--- config.mk ---
export PLATFORM = sky130hd
export DESIGN_NAME = sgdmac_rr_arbiter
export DESIGN_NICKNAME = d
export VERILOG_FILES = /design/src/rtl/sgdmac_pkg.sv /design/src/rtl/sgdmac_skid_buf.sv /design/src/rtl/sgdmac_rr_arbiter.sv
export SDC_FILE = /design/constraint.sdc
export NUM_CORES = 1
export LEC_CHECK = 0
export BUFFER_PORTS_ARGS = -buffer_cell sky130_fd_sc_hd__buf_2
export CORE_ASPECT_RATIO = 1.1
export CORE_MARGIN = 2
export CORE_UTILIZATION = 51
export CTS_BUF_LIST = sky130_fd_sc_hd__clkbuf_8 sky130_fd_sc_hd__clkbuf_16
export CTS_CLUSTER_DIAMETER = 100
export DETAILED_ROUTE_END_ITERATION = 10
export PLACE_DENSITY = 0.82
export SLEW_MARGIN = 10
export SYNTH_ARGS = -nofsm -noshare
export SYNTH_HDL_FRONTEND = slang
export SYNTH_HIERARCHICAL = 1
export SYNTH_SLANG_ARGS = --single-unit
--- constraint.sdc ---
create_clock -name clk -period 3.8 [get_ports clk]
set_clock_uncertainty 0.1 [all_clocks]
set_input_delay 0 -clock clk [delete_from_list [all_inputs] [get_ports clk]]
set_output_delay 0 -clock clk [all_outputs]
set_load 0.1 [all_outputs]
--- src/rtl/sgdmac_pkg.sv ---
// sgdmac_pkg: shared types and helpers for the SGDMAC arbiter slice.
package sgdmac_pkg;

  typedef enum logic {
    IDLE = 1'b0,
    LOCK = 1'b1
  } arb_state_e;

  // Channel-id width that stays at least 1 bit for a single channel
  function automatic int unsigned ch_width(input int unsigned n);
    return (n > 1) ? $clog2(n) : 1;
  endfunction

endpackage

--- src/rtl/sgdmac_skid_buf.sv ---
// sgdmac_skid_buf: 2-entry FIFO; entry 0 is always the head, so the
// output payload comes straight from a register.
module sgdmac_skid_buf #(
  parameter int unsigned W = 35
) (
  input  logic         clk,
  input  logic         rst_n,
  input  logic         push,
  input  logic [W-1:0] push_data,
  input  logic         pop,
  output logic [W-1:0] pop_data,
  output logic         full,
  output logic         empty
);

  logic [W-1:0] ent0_q;
  logic [W-1:0] ent1_q;
  logic [1:0]   cnt_q;
  logic         do_push;
  logic         do_pop;

  assign full     = (cnt_q == 2'd2);
  assign empty    = (cnt_q == 2'd0);
  assign do_push  = push & ~full;
  assign do_pop   = pop & ~empty;
  assign pop_data = ent0_q;

  // Shift-style storage: pops move entry 1 to the head
  always_ff @(posedge clk or negedge rst_n) begin
    if (!rst_n) begin
      ent0_q <= '0;
      ent1_q <= '0;
      cnt_q  <= 2'd0;
    end else if (do_push && !do_pop) begin
      if (cnt_q == 2'd0) ent0_q <= push_data;
      else               ent1_q <= push_data;
      cnt_q <= cnt_q + 2'd1;
    end else if (!do_push && do_pop) begin
      ent0_q <= ent1_q;
      cnt_q  <= cnt_q - 2'd1;
    end else if (do_push && do_pop) begin
      if (cnt_q == 2'd1) begin
        ent0_q <= push_data;
      end else begin
        ent0_q <= ent1_q;
        ent1_q <= push_data;
      end
    end
  end

endmodule

--- src/rtl/sgdmac_rr_arbiter.sv ---
// sgdmac_rr_arbiter: N-channel round-robin packet arbiter with the grant
// locked until `last`, output registered through a 2-entry skid buffer.
// Optional feature macro: SGDMAC_ARB_PRIO_EN (adds src_prio_i).
module sgdmac_rr_arbiter
  import sgdmac_pkg::*;
#(
  parameter  int unsigned N_CH      = 4,
  parameter  int unsigned DATA_SIZE = 32,
  localparam int unsigned CH_W      = ch_width(N_CH)
) (
  input  logic                      clk,
  input  logic                      rst_n,
  input  logic [N_CH-1:0]           src_valid_i,
  output logic [N_CH-1:0]           src_ready_o,
  input  logic [N_CH*DATA_SIZE-1:0] src_data_i,
  input  logic [N_CH-1:0]           src_last_i,
  output logic                      dst_valid_o,
  input  logic                      dst_ready_i,
  output logic [DATA_SIZE-1:0]      dst_data_o,
  output logic                      dst_last_o,
  output logic [CH_W-1:0]           dst_ch_o
`ifdef SGDMAC_ARB_PRIO_EN
  ,
  input  logic [N_CH-1:0]           src_prio_i
`endif
);

  localparam int unsigned PW = DATA_SIZE + 1 + CH_W;

  arb_state_e             state_q;
  logic [CH_W-1:0]        grant_q;
  logic [CH_W-1:0]        rr_ptr_q;
  logic [N_CH-1:0]        req;
  logic [DATA_SIZE-1:0]   grant_data;
  logic                   grant_last;
  logic                   accept;
  logic                   buf_full;
  logic                   buf_empty;
  logic [PW-1:0]          buf_head;

  // First requesting channel searching upward from ptr, wrapping to 0
  function automatic logic [CH_W-1:0] rr_find(input logic [N_CH-1:0] r,
                                               input logic [CH_W-1:0] ptr);
    logic [CH_W-1:0] sel;
    logic [CH_W-1:0] cand;
    logic            found;
    int unsigned     idx;
    sel   = '0;
    found = 1'b0;
    for (int unsigned i = 0; i < N_CH; i++) begin
      idx  = (i + 32'(ptr)) % N_CH;
      cand = CH_W'(idx);
      if (!found && r[cand]) begin
        found = 1'b1;
        sel   = cand;
      end
    end
    return sel;
  endfunction

  function automatic logic [CH_W-1:0] next_ch(input logic [CH_W-1:0] g);
    return (32'(g) == N_CH - 1) ? '0 : g + CH_W'(1);
  endfunction

  // Request set: prioritised channels win the search when any is valid
  always_comb begin
    req = src_valid_i;
`ifdef SGDMAC_ARB_PRIO_EN
    if (|(src_valid_i & src_prio_i)) req = src_valid_i & src_prio_i;
`endif
  end

  // Payload mux for the granted channel
  always_comb begin
    grant_data = '0;
    for (int unsigned k = 0; k < N_CH; k++) begin
      if (CH_W'(k) == grant_q) grant_data = src_data_i[k*DATA_SIZE +: DATA_SIZE];
    end
  end

  assign grant_last = src_last_i[grant_q];
  assign accept     = (state_q == LOCK) & src_valid_i[grant_q] & ~buf_full;

  // Ready only for the held grant, from registered state alone
  always_comb begin
    src_ready_o = '0;
    if (state_q == LOCK && !buf_full) src_ready_o[grant_q] = 1'b1;
  end

  // Arbitration FSM: pick in IDLE, hold until the last beat is accepted
  always_ff @(posedge clk or negedge rst_n) begin
    if (!rst_n) begin
      state_q  <= IDLE;
      grant_q  <= '0;
      rr_ptr_q <= '0;
    end else begin
      case (state_q)
        IDLE: begin
          if (|src_valid_i) begin
            state_q <= LOCK;
            grant_q <= rr_find(req, rr_ptr_q);
          end
        end
        LOCK: begin
          if (accept && grant_last) begin
            state_q  <= IDLE;
            rr_ptr_q <= next_ch(grant_q);
          end
        end
      endcase
    end
  end

  sgdmac_skid_buf #(
    .W(PW)
  ) u_skid (
    .clk      (clk),
    .rst_n    (rst_n),
    .push     (accept),
    .push_data({grant_last, grant_data, grant_q}),
    .pop      (dst_valid_o & dst_ready_i),
    .pop_data (buf_head),
    .full     (buf_full),
    .empty    (buf_empty)
  );

  assign dst_valid_o                        = ~buf_empty;
  assign {dst_last_o, dst_data_o, dst_ch_o} = buf_head;

endmodule

**Yosys cells after proc, flatten, opt, wreduce, memory -nomap -nowiden**

Index checks and enable logic that the tools add are counted.

- Output and inout bits: 40
- Register bits: 77
- Word-level logic and storage cells: 109
- Input bits: 139

- Magnitude comparators: 6
- Bitwise logic cells: 8
- Reductions and logical operators: 25
- Muxes and demuxes: 48
- Equality and inequality tests: 10
- Add/sub/neg operators: 6

Operators with widths:

| cell | number |
|---|---|
| 35-bit 2-to-1 mux | 10 |
| 32-bit 2-to-1 mux | 4 |
| 1-bit 2-to-1 mux | 18 |
| 2-bit by 3-bit less-than comparator with 1-bit output (second input constant) | 5 |
| 2-bit 2-to-1 mux | 7 |
| 1-bit binary-select mux with 2-bit select | 6 |
| 1-bit logical AND | 9 |
| 1-bit zero test | 6 |
| 2-bit by 1-bit != test with 1-bit output (second input constant) | 3 |
| 2-bit AND reduction | 3 |
| 1-bit AND | 5 |
| 2-bit by 1-bit adder with 2-bit output (second input constant) | 2 |
| 2-bit adder (first input constant) | 2 |
| 2-bit == test (first input constant) | 2 |
| 2-bit == test (second input constant) | 2 |
| 2-bit zero test | 2 |
| 4-bit 2-to-1 mux | 1 |
| 4-bit AND reduction | 1 |
| 2-bit nonzero test | 2 |
| 4-bit OR reduction | 1 |
| 1-bit NOT | 3 |
| 3-bit nonzero test | 1 |
| 1-bit by 2-bit adder with 2-bit output (first input constant) | 1 |
| 1-bit demux with 2-bit select | 1 |
| other kinds (6) | 6 |

**Depth between registers and ports, before layout**

Gate-level depths: netlist (run 1).

- Word-level depth: 18
- Gate-level depth with buffers: 12
- Mapped depth without buffers: 10

**By module**

The synthesis (run 1) kept the hierarchy.

By module, submodules not included:

| module | times used | cells an instance | area each (um2) |
|---|---|---|---|
| sgdmac_skid_buf | 1 | 301 | 3444.6 |
| sgdmac_rr_arbiter | 1 | 264 | 1551.5 |

**Worst setup path after synthesis (run 1)**

No wires, ideal clock.

- Path type: register -> register
- Start point: reg grant_q[0]
- End point: reg u_skid.ent1_q[0]
- Library setup time: 0.125 ns
- Data required time: 3.575 ns
- Cell stages (with the launch flop): 11
- Data arrival time: 2.429 ns
- Setup slack: 1.146 ns
- Period minus slack after synthesis: 2.654 ns
- Path buffers: 2
- Cell sequence: dfrtp_1 -> buf_6 -> mux4_2 -> and2_2 -> nand2b_1 -> inv_1 -> ha_1 -> mux2i_1 -> nand2_2 -> buf_4 -> mux2_2

- Longest elaborated chain between the ends: 9
- Elaborated cells between the ends (all ways): 19
- Those cells by class: 3 x eq/ne; 7 x mux; 3 x bitwise; 6 x reduce/logical

Ends and longest elaborated chain:

| item | line | text |
|---|---|---|
| start: declaration | sgdmac_rr_arbiter.sv:31 | `logic [CH_W-1:0] grant_q;` |
| start signal: assignment | sgdmac_rr_arbiter.sv:101 | `grant_q <= rr_find(req, rr_ptr_q);` |
| 1-bit binary-select mux with 2-bit select * | sgdmac_rr_arbiter.sv:82 | `assign accept = (state_q == LOCK) & src_valid_i[grant_q] & ~buf_full;` |
| 1-bit 2-to-1 mux (implied by the code) * | sgdmac_rr_arbiter.sv:82 |  |
| 1-bit AND * (2 in series) | sgdmac_rr_arbiter.sv:82 |  |
| net accept | sgdmac_rr_arbiter.sv:36 | `logic accept;` |
| 1-bit AND * | sgdmac_skid_buf.sv:24 | `assign do_push = push & ~full;` |
| 1-bit zero test | sgdmac_skid_buf.sv:38 | `end else if (!do_push && do_pop) begin` |
| 1-bit logical AND | sgdmac_skid_buf.sv:38 |  |
| 2-bit by 1-bit != test with 1-bit output (no line) | n/a |  |
| 4-bit AND reduction (no line) | n/a |  |
| end signal: assignment | sgdmac_skid_buf.sv:36 | `else ent1_q <= push_data;` |
| end signal: assignment | sgdmac_skid_buf.sv:46 | `ent1_q <= push_data;` |
| end: declaration | sgdmac_skid_buf.sv:17 | `logic [W-1:0] ent1_q;` |

The timed path passes the listed nets; every way through them passes the cells marked *. The select of a mux whose other input is x is not followed.
A chain may end at the register's enable or synchronous reset.

**Final worst setup path (run 1)**

- Start point: reg grant_q[0]
- End point: reg u_skid.ent1_q[16]

Same word-level chain as after synthesis.

==> results of run 1 <==
## cell usage in the layout, fill, tap and decap left out, types with 2 or more instances in the layout
master | synthesis | layout
buf_2 | 9 | 177
dfrtp_1 | 77 | 77
nand2_1 | 67 | 67
o21ai_0 | 67 | 67
a21oi_1 | 66 | 66
mux2_2 | 35 | 35
nor3_1 | 35 | 35
a31oi_1 | 34 | 34
nand3b_1 | 32 | 32
dlygate4sd3_1 | 0 | 32
or3b_2 | 26 | 26
clkbuf_8 | 1 | 12
inv_1 | 9 | 10
or3b_1 | 9 | 9
ha_1 | 11 | 7
buf_4 | 3 | 7
mux2i_1 | 6 | 6
and2_1 | 4 | 4
ha_2 | 0 | 4
nor2b_1 | 5 | 3
a21o_1 | 3 | 3
o21ai_1 | 2 | 2
nor2_1 | 2 | 2
nand2b_1 | 2 | 2
o221ai_1 | 2 | 2
mux2_4 | 2 | 2
## worst paths after layout
| kind | start | slack, ns | cells after the start | endpoint |
|---|---|---|---|---|
| worst min-delay path | src_valid_i[1] | 0.04 | 4 | grant_q[1] |
| worst max register to register | grant_q[0] | 0.66 | 9 | u_skid/ent1_q[16] |
| worst max-delay path | grant_q[0] | 0.66 | 9 | u_skid/ent1_q[16] |
| worst min register to register | u_skid/ent1_q[11] | 0.40 | 1 | u_skid/ent1_q[11] |
| max in group asynchronous | rst_n | 2.73 | 2 | u_skid/pop_data[14] |
| min in group asynchronous | rst_n | 0.25 | 2 | rr_ptr_q[1] |
## sequential cells by signal (all words and copies together), names as in the netlist
| signal | count |
|---|---|
| u_skid/pop_data | 35 |
| rr_ptr_q | 2 |
| u_skid/cnt_q | 2 |
| u_skid/ent1_q | 35 |
| state_q | 1 |
| grant_q | 2 |
## what timing repair did
item                                   in CTS  in global routing
hold buffers                               32                  0
endpoints found under the hold margin     114                  0
setup buffers                               0                  0
## critical path, delay by kind of cell, from the launching register on
family	cells	cell delay, ns
multiplexers	3	1.10
flip-flops	1	0.56
AND/OR/NAND/NOR	3	0.71
buffers and inverters	2	0.31
adder cells (fa/ha/maj)	1	0.23
## stage by stage
| step | utilization | instances | hold WS (ns) | setup slack [ns] | area, um^2 |
|---|---|---|---|---|---|
| after floorplan | - | 565 | -0.396 | 1.15 | 5000 |
| after global placement | 0.617 | 812 | 0.0951 | 0.765 | 5830 |
| after detailed placement | 0.617 | 812 | 0.113 | 0.658 | 5830 |
| after CTS | 0.673 | 860 | 0.0134 | 0.648 | 6360 |
| after global routing | 0.673 | 860 | 0.0527 | 0.447 | 6360 |
| final | 0.673 | 860 | 0.0430 | 0.655 | 6360 |
## cells by family (layout without fill, tap and decap cells)
kind of cell             Yosys count  in the layout  synth area share
AND/OR/NAND/NOR                  190            190             0.224
AO/OA/AOI/OAI                    178            178             0.194
flip-flops                        77             77             0.386
buffers and inverters             64            242            0.0656
multiplexers                      44             44             0.101
adder cells (fa/ha/maj)           11             11            0.0275
XOR/XNOR                           1              1           0.00175
## metal layers
layer | vias to the layer above | GRT usage | wire length (um)
met5 | - | 0 | 0
met3 | 36 | 0.0331 | 606
met1 | 2382 | 0.305 | 5660
met4 | 0 | 0.0998 | 409
met2 | 182 | 0.478 | 7320
li1 | 2363 | - | -
## area by class of cell
class | count | area (um^2)
multi-input combinational | 424 | 2760
tap | 117 | 146
clock inverter | 4 | 46.3
inverter | 9 | 33.8
clock buffer | 12 | 165
timing repair buffer | 217 | 1280
fill | 788 | 3090
sequential | 77 | 1930
==> flow_summary.json, run 1 <==
{
  "status": "finished, final reports clean",
  "synth_cell_types": 42,
  "core_um2": 9440,
  "drt-pass1-iter-count": 6,
  "die_height_um": 108,
  "max_stage_delay_ns": 0.61,
  "ctsResizeCount": 0,
  "fmax_ghz": 0.318,
  "ys.flop_type": "dfrtp_1",
  "synthArstFlopShare": 1.00,
  "slew_violations": 0,
  "path_max_fanout": 18,
  "floorplan.initialDensity": 0.529,
  "clk_latency_ns": 0.33,
  "rows": 37,
  "syn_area_um2": 5000,
  "die-width_um": 98.4,
  "die-area_um2": 10600,
  "vias_per_cell": 5.77,
  "cts_num_sinks": 77,
  "ys_seq_elements": 77,
  "synth.area.top_cells": "dfrtp_1 39%, mux2_2 7.9%, o21ai_0 6.7%",
  "yosys_warnings": 6,
  "drt_iter0_drc": 327,
  "path_clk_slew_ns": 0.08,
  "gr-total-overflow": 0,
  "setup_viol": 0,
  "diodes": 0,
  "drt-total-wl_um": 14000,
  "grt_use_total": 0.259,
  "wl_per_cell_um": 16.3,
  "worstSetupEndpointType": "register",
  "synth_most_common_cell": "dfrtp_1",
  "synth-edff-count": 0,
  "fin_tns_setup_ns": 0,
  "period_share": 0.828,
  "place.gp.congestion": 0.876,
  "timing.final.crit_period_ns": 3.14,
  "root_buffer": "clkbuf_8",
  "final_hold_viol_count": 0,
  "hold_path_class": "input port to register",
  "cts_htree_levels": 3,
  "worstMarginPinSlew_ns": 1.20,
  "clockBufferDepth": 2,
  "drive_gt1_frac": 0.373,
  "rsz0062_at_grt": "false",
  "synthCells": 565,
  "cp.required_ns": 3.91,
  "grt_pass1_wl_um": 22400,
  "ys_seq_area_frac": 0.386,
  "numCtsBuffers": 9,
  "final_antenna_net_count": 0,
  "syn_area_per_cell_um2": 8.84,
  "yosys.area.top_type": "dfrtp_1",
  "crit_slowest_cell": "mux4_2",
  "cp_cell_sequence": "mux4_2, and2_2, nand2b_1, inv_1, ha_1, mux2i_1, nand2_2, buf_12, mux2_2",
  "areaGrowthSynthToFinish_pct": 27.3,
  "worstSetupPathType": "register to register",
  "dp_hpwl_um": 9030,
  "crit_arrival_ns": 3.25,
  "cp-start-kind": "register",
  "antenna_found_initial": 0,
  "grt_max_degree": 78,
  "drc_errors": 0,
  "ios": 179,
  "grt_pass1_vias": 4775,
  "cts_tree": "done",
  "syn_nets": 715,
  "synth_top_area_share": 0.386,
  "synth_top_cells_by_count": "77 x dfrtp_1, 67 x nand2_1, 67 x o21ai_0",
  "max_cap_violations": 0,
  "relSlewSlack": 0.197,
  "final_nets": 888,
  "vias": 4963,
  "port-buffer-count": 178
}
Power of run 1 is not shown: default switching activity piles up to over one toggle a cycle in this logic, so the estimate is an artifact.
==> run 2, diff against run 1 <==
--- a/config.mk
+++ b/config.mk
@@ -8,11 +8,11 @@
 export BUFFER_PORTS_ARGS = -buffer_cell sky130_fd_sc_hd__buf_2
 export CORE_ASPECT_RATIO = 1.1
 export CORE_MARGIN = 2
-export CORE_UTILIZATION = 51
+export CORE_UTILIZATION = 46
 export CTS_BUF_LIST = sky130_fd_sc_hd__clkbuf_8 sky130_fd_sc_hd__clkbuf_16
 export CTS_CLUSTER_DIAMETER = 100
 export DETAILED_ROUTE_END_ITERATION = 10
-export PLACE_DENSITY = 0.82
+export PLACE_DENSITY = 0.78
 export SLEW_MARGIN = 10
 export SYNTH_ARGS = -nofsm -noshare
 export SYNTH_HDL_FRONTEND = slang
==> constraint.sdc (replaced) <==
create_clock -name clk -period 2.65 [get_ports clk]
set_clock_uncertainty 0.1 [all_clocks]
set_input_delay 0 -clock clk [delete_from_list [all_inputs] [get_ports clk]]
set_output_delay 0 -clock clk [all_outputs]
set_load 0.1 [all_outputs]
==> flow_summary.json, run 2 (synthesized netlist as in run 1, its figures left out) <==
{
  "vias": 4945,
  "period_share": 0.955,
  "crit_arrival_ns": 2.67,
  "hold_depth": 4,
  "drt-total-wl_um": 14000,
  "vias_per_cell": 5.51,
  "grtUsageMet3": 0.0296,
  "areaGrowthSynthToFinish_pct": 33.0,
  "cts_htree_levels": 3,
  "rows": 39,
  "drive_gt1_frac": 0.397,
  "met1_usage": 0.283,
  "numCtsBuffers": 9,
  "grt_pass1_wl_um": 22400,
  "clk_latency_ns": 0.32,
  "grtUsageMet2": 0.432,
  "path_max_fanout": 38,
  "whs_ns": 0.00355,
  "gr-total-overflow": 0,
  "final_nets": 899,
  "cp.required_ns": 2.79,
  "min_to": "u_skid/ent1_q[31]",
  "final_hold_viol_count": 0,
  "ff2ff_setup_slack_ns": 0.12,
  "drt-pass1-iter-count": 4,
  "dp_slack_ns": 0.0807,
  "relSlewSlack": 0.370,
  "final_antenna_net_count": 0,
  "fin_ws_ns": 0.119,
  "rsz0062_at_grt": "false",
  "cts_num_sinks": 77,
  "antenna_found_initial": 0,
  "fmax_ghz": 0.395,
  "n_fill_cell": 883,
  "cts_tree": "done",
  "clockBufferDepth": 2,
  "drt_iter0_drc": 167,
  "max_cap_violations": 0,
  "min_from": "src_data_i[125]",
  "dp_hpwl_um": 9670,
  "slew_violations": 0,
  "core_um2": 10500,
  "port-buffer-count": 178,
  "status": "finished, final reports clean",
  "diodes": 0,
  "grt_max_degree": 78,
  "r2r_start": "grant_q[0]",
  "grt_use_total": 0.240,
  "timing.final.crit_period_ns": 2.53,
  "cp-start-kind": "register",
  "busiest_layer": "met2",
  "wl_per_cell_um": 15.6,
  "final_common_cell": "buf_2",
  "grt_pass1_vias": 5024,
  "floorplan.initialDensity": 0.476,
  "setup_viol": 0,
  "r2r_end": "u_skid/pop_data[15]",
  "post_cts_buffers": 0,
  "path_clk_slew_ns": 0.06,
  "drc_errors": 0,
  "hold_path_class": "input port to register",
  "place.gp.congestion": 0.875,
  "worstSetupEndpointType": "register",
  "reg2reg_depth": 8,
  "die_height_um": 113,
  "die-area_um2": 11700,
  "ios": 179,
  "die-width_um": 103,
  "root_buffer": "clkbuf_16",
  "worstMarginPinSlew_ns": 0.945,
  "final_cell_mix": "176 x buf_2, 76 x dfrtp_1, 67 x nand2_1, 67 x o21ai_0, 66 x a21oi_1",
  "worstSetupPathType": "register to register"
}
## run 2: cell count changes in the layout (fill, tap and decap cells not counted), sizes merged
cell         change
dlygate4sd3      -5
buf             +16
inv              +1
bufinv           +1
clkbuf           -2
## run 2: area by class of cell
class	count	area [um^2]	area share
inverter	9	33.8	0.00508
clock inverter	6	93.8	0.0141
sequential	77	1930	0.290
tap	143	179	0.0269
clock buffer	10	239	0.0360
timing repair buffer	228	1390	0.210
multi-input combinational	424	2780	0.418
## run 2: worst max path at each step
stage                                from                  end  slack, ns  cells after the start
final                          grant_q[0]  u_skid/pop_data[15]       0.12                      8
after global routing           grant_q[0]  u_skid/pop_data[24]      0.003                      8
after CTS                 u_skid/cnt_q[0]    u_skid/ent1_q[18]       0.06                     11
after detailed placement       grant_q[0]    u_skid/ent1_q[12]       0.08                      9
after global placement         grant_q[0]    u_skid/ent1_q[11]       0.17                      9
after floorplan                grant_q[0]     u_skid/ent1_q[0]     -0.004                     10
## run 2: through the flow
step           setup TNS, ns  instances  cell area, um^2   util
6_report                   0        897             6650  0.634
5_1_grt                    0        897             6650  0.634
4_1_cts                    0        897             6620  0.631
3_5_place_dp               0        854             6020  0.574
3_3_place_gp               0        854             6020  0.574
2_1_floorplan         -0.113        565             5000      -
## run 2: timing repair
action | in CTS | in global routing
endpoints found under the hold margin | 104 | 0
hold buffers | 27 | 0
resized for setup | 0 | 7
setup endpoints to repair | 0 | 67
## run 2: critical path, cell delays in order, from the launching register on
cell and delay, ns:
dfrtp_1 0.37, mux4_2 0.51, and2_2 0.21, nand2b_1 0.10
ha_1 0.20, nor2b_2 0.05, buf_4 0.23, or3b_2 0.47
a31oi_1 0.20
## run 2: routing by layer
layer	part of all wire	wire (um)	vias to the layer above
li1	-	-	2405
met5	0	0	-
met4	0.024	337	0
met1	0.42	5840	2339
met3	0.044	615	30
met2	0.51	7160	171
Power of run 2 is left out for the same reason.
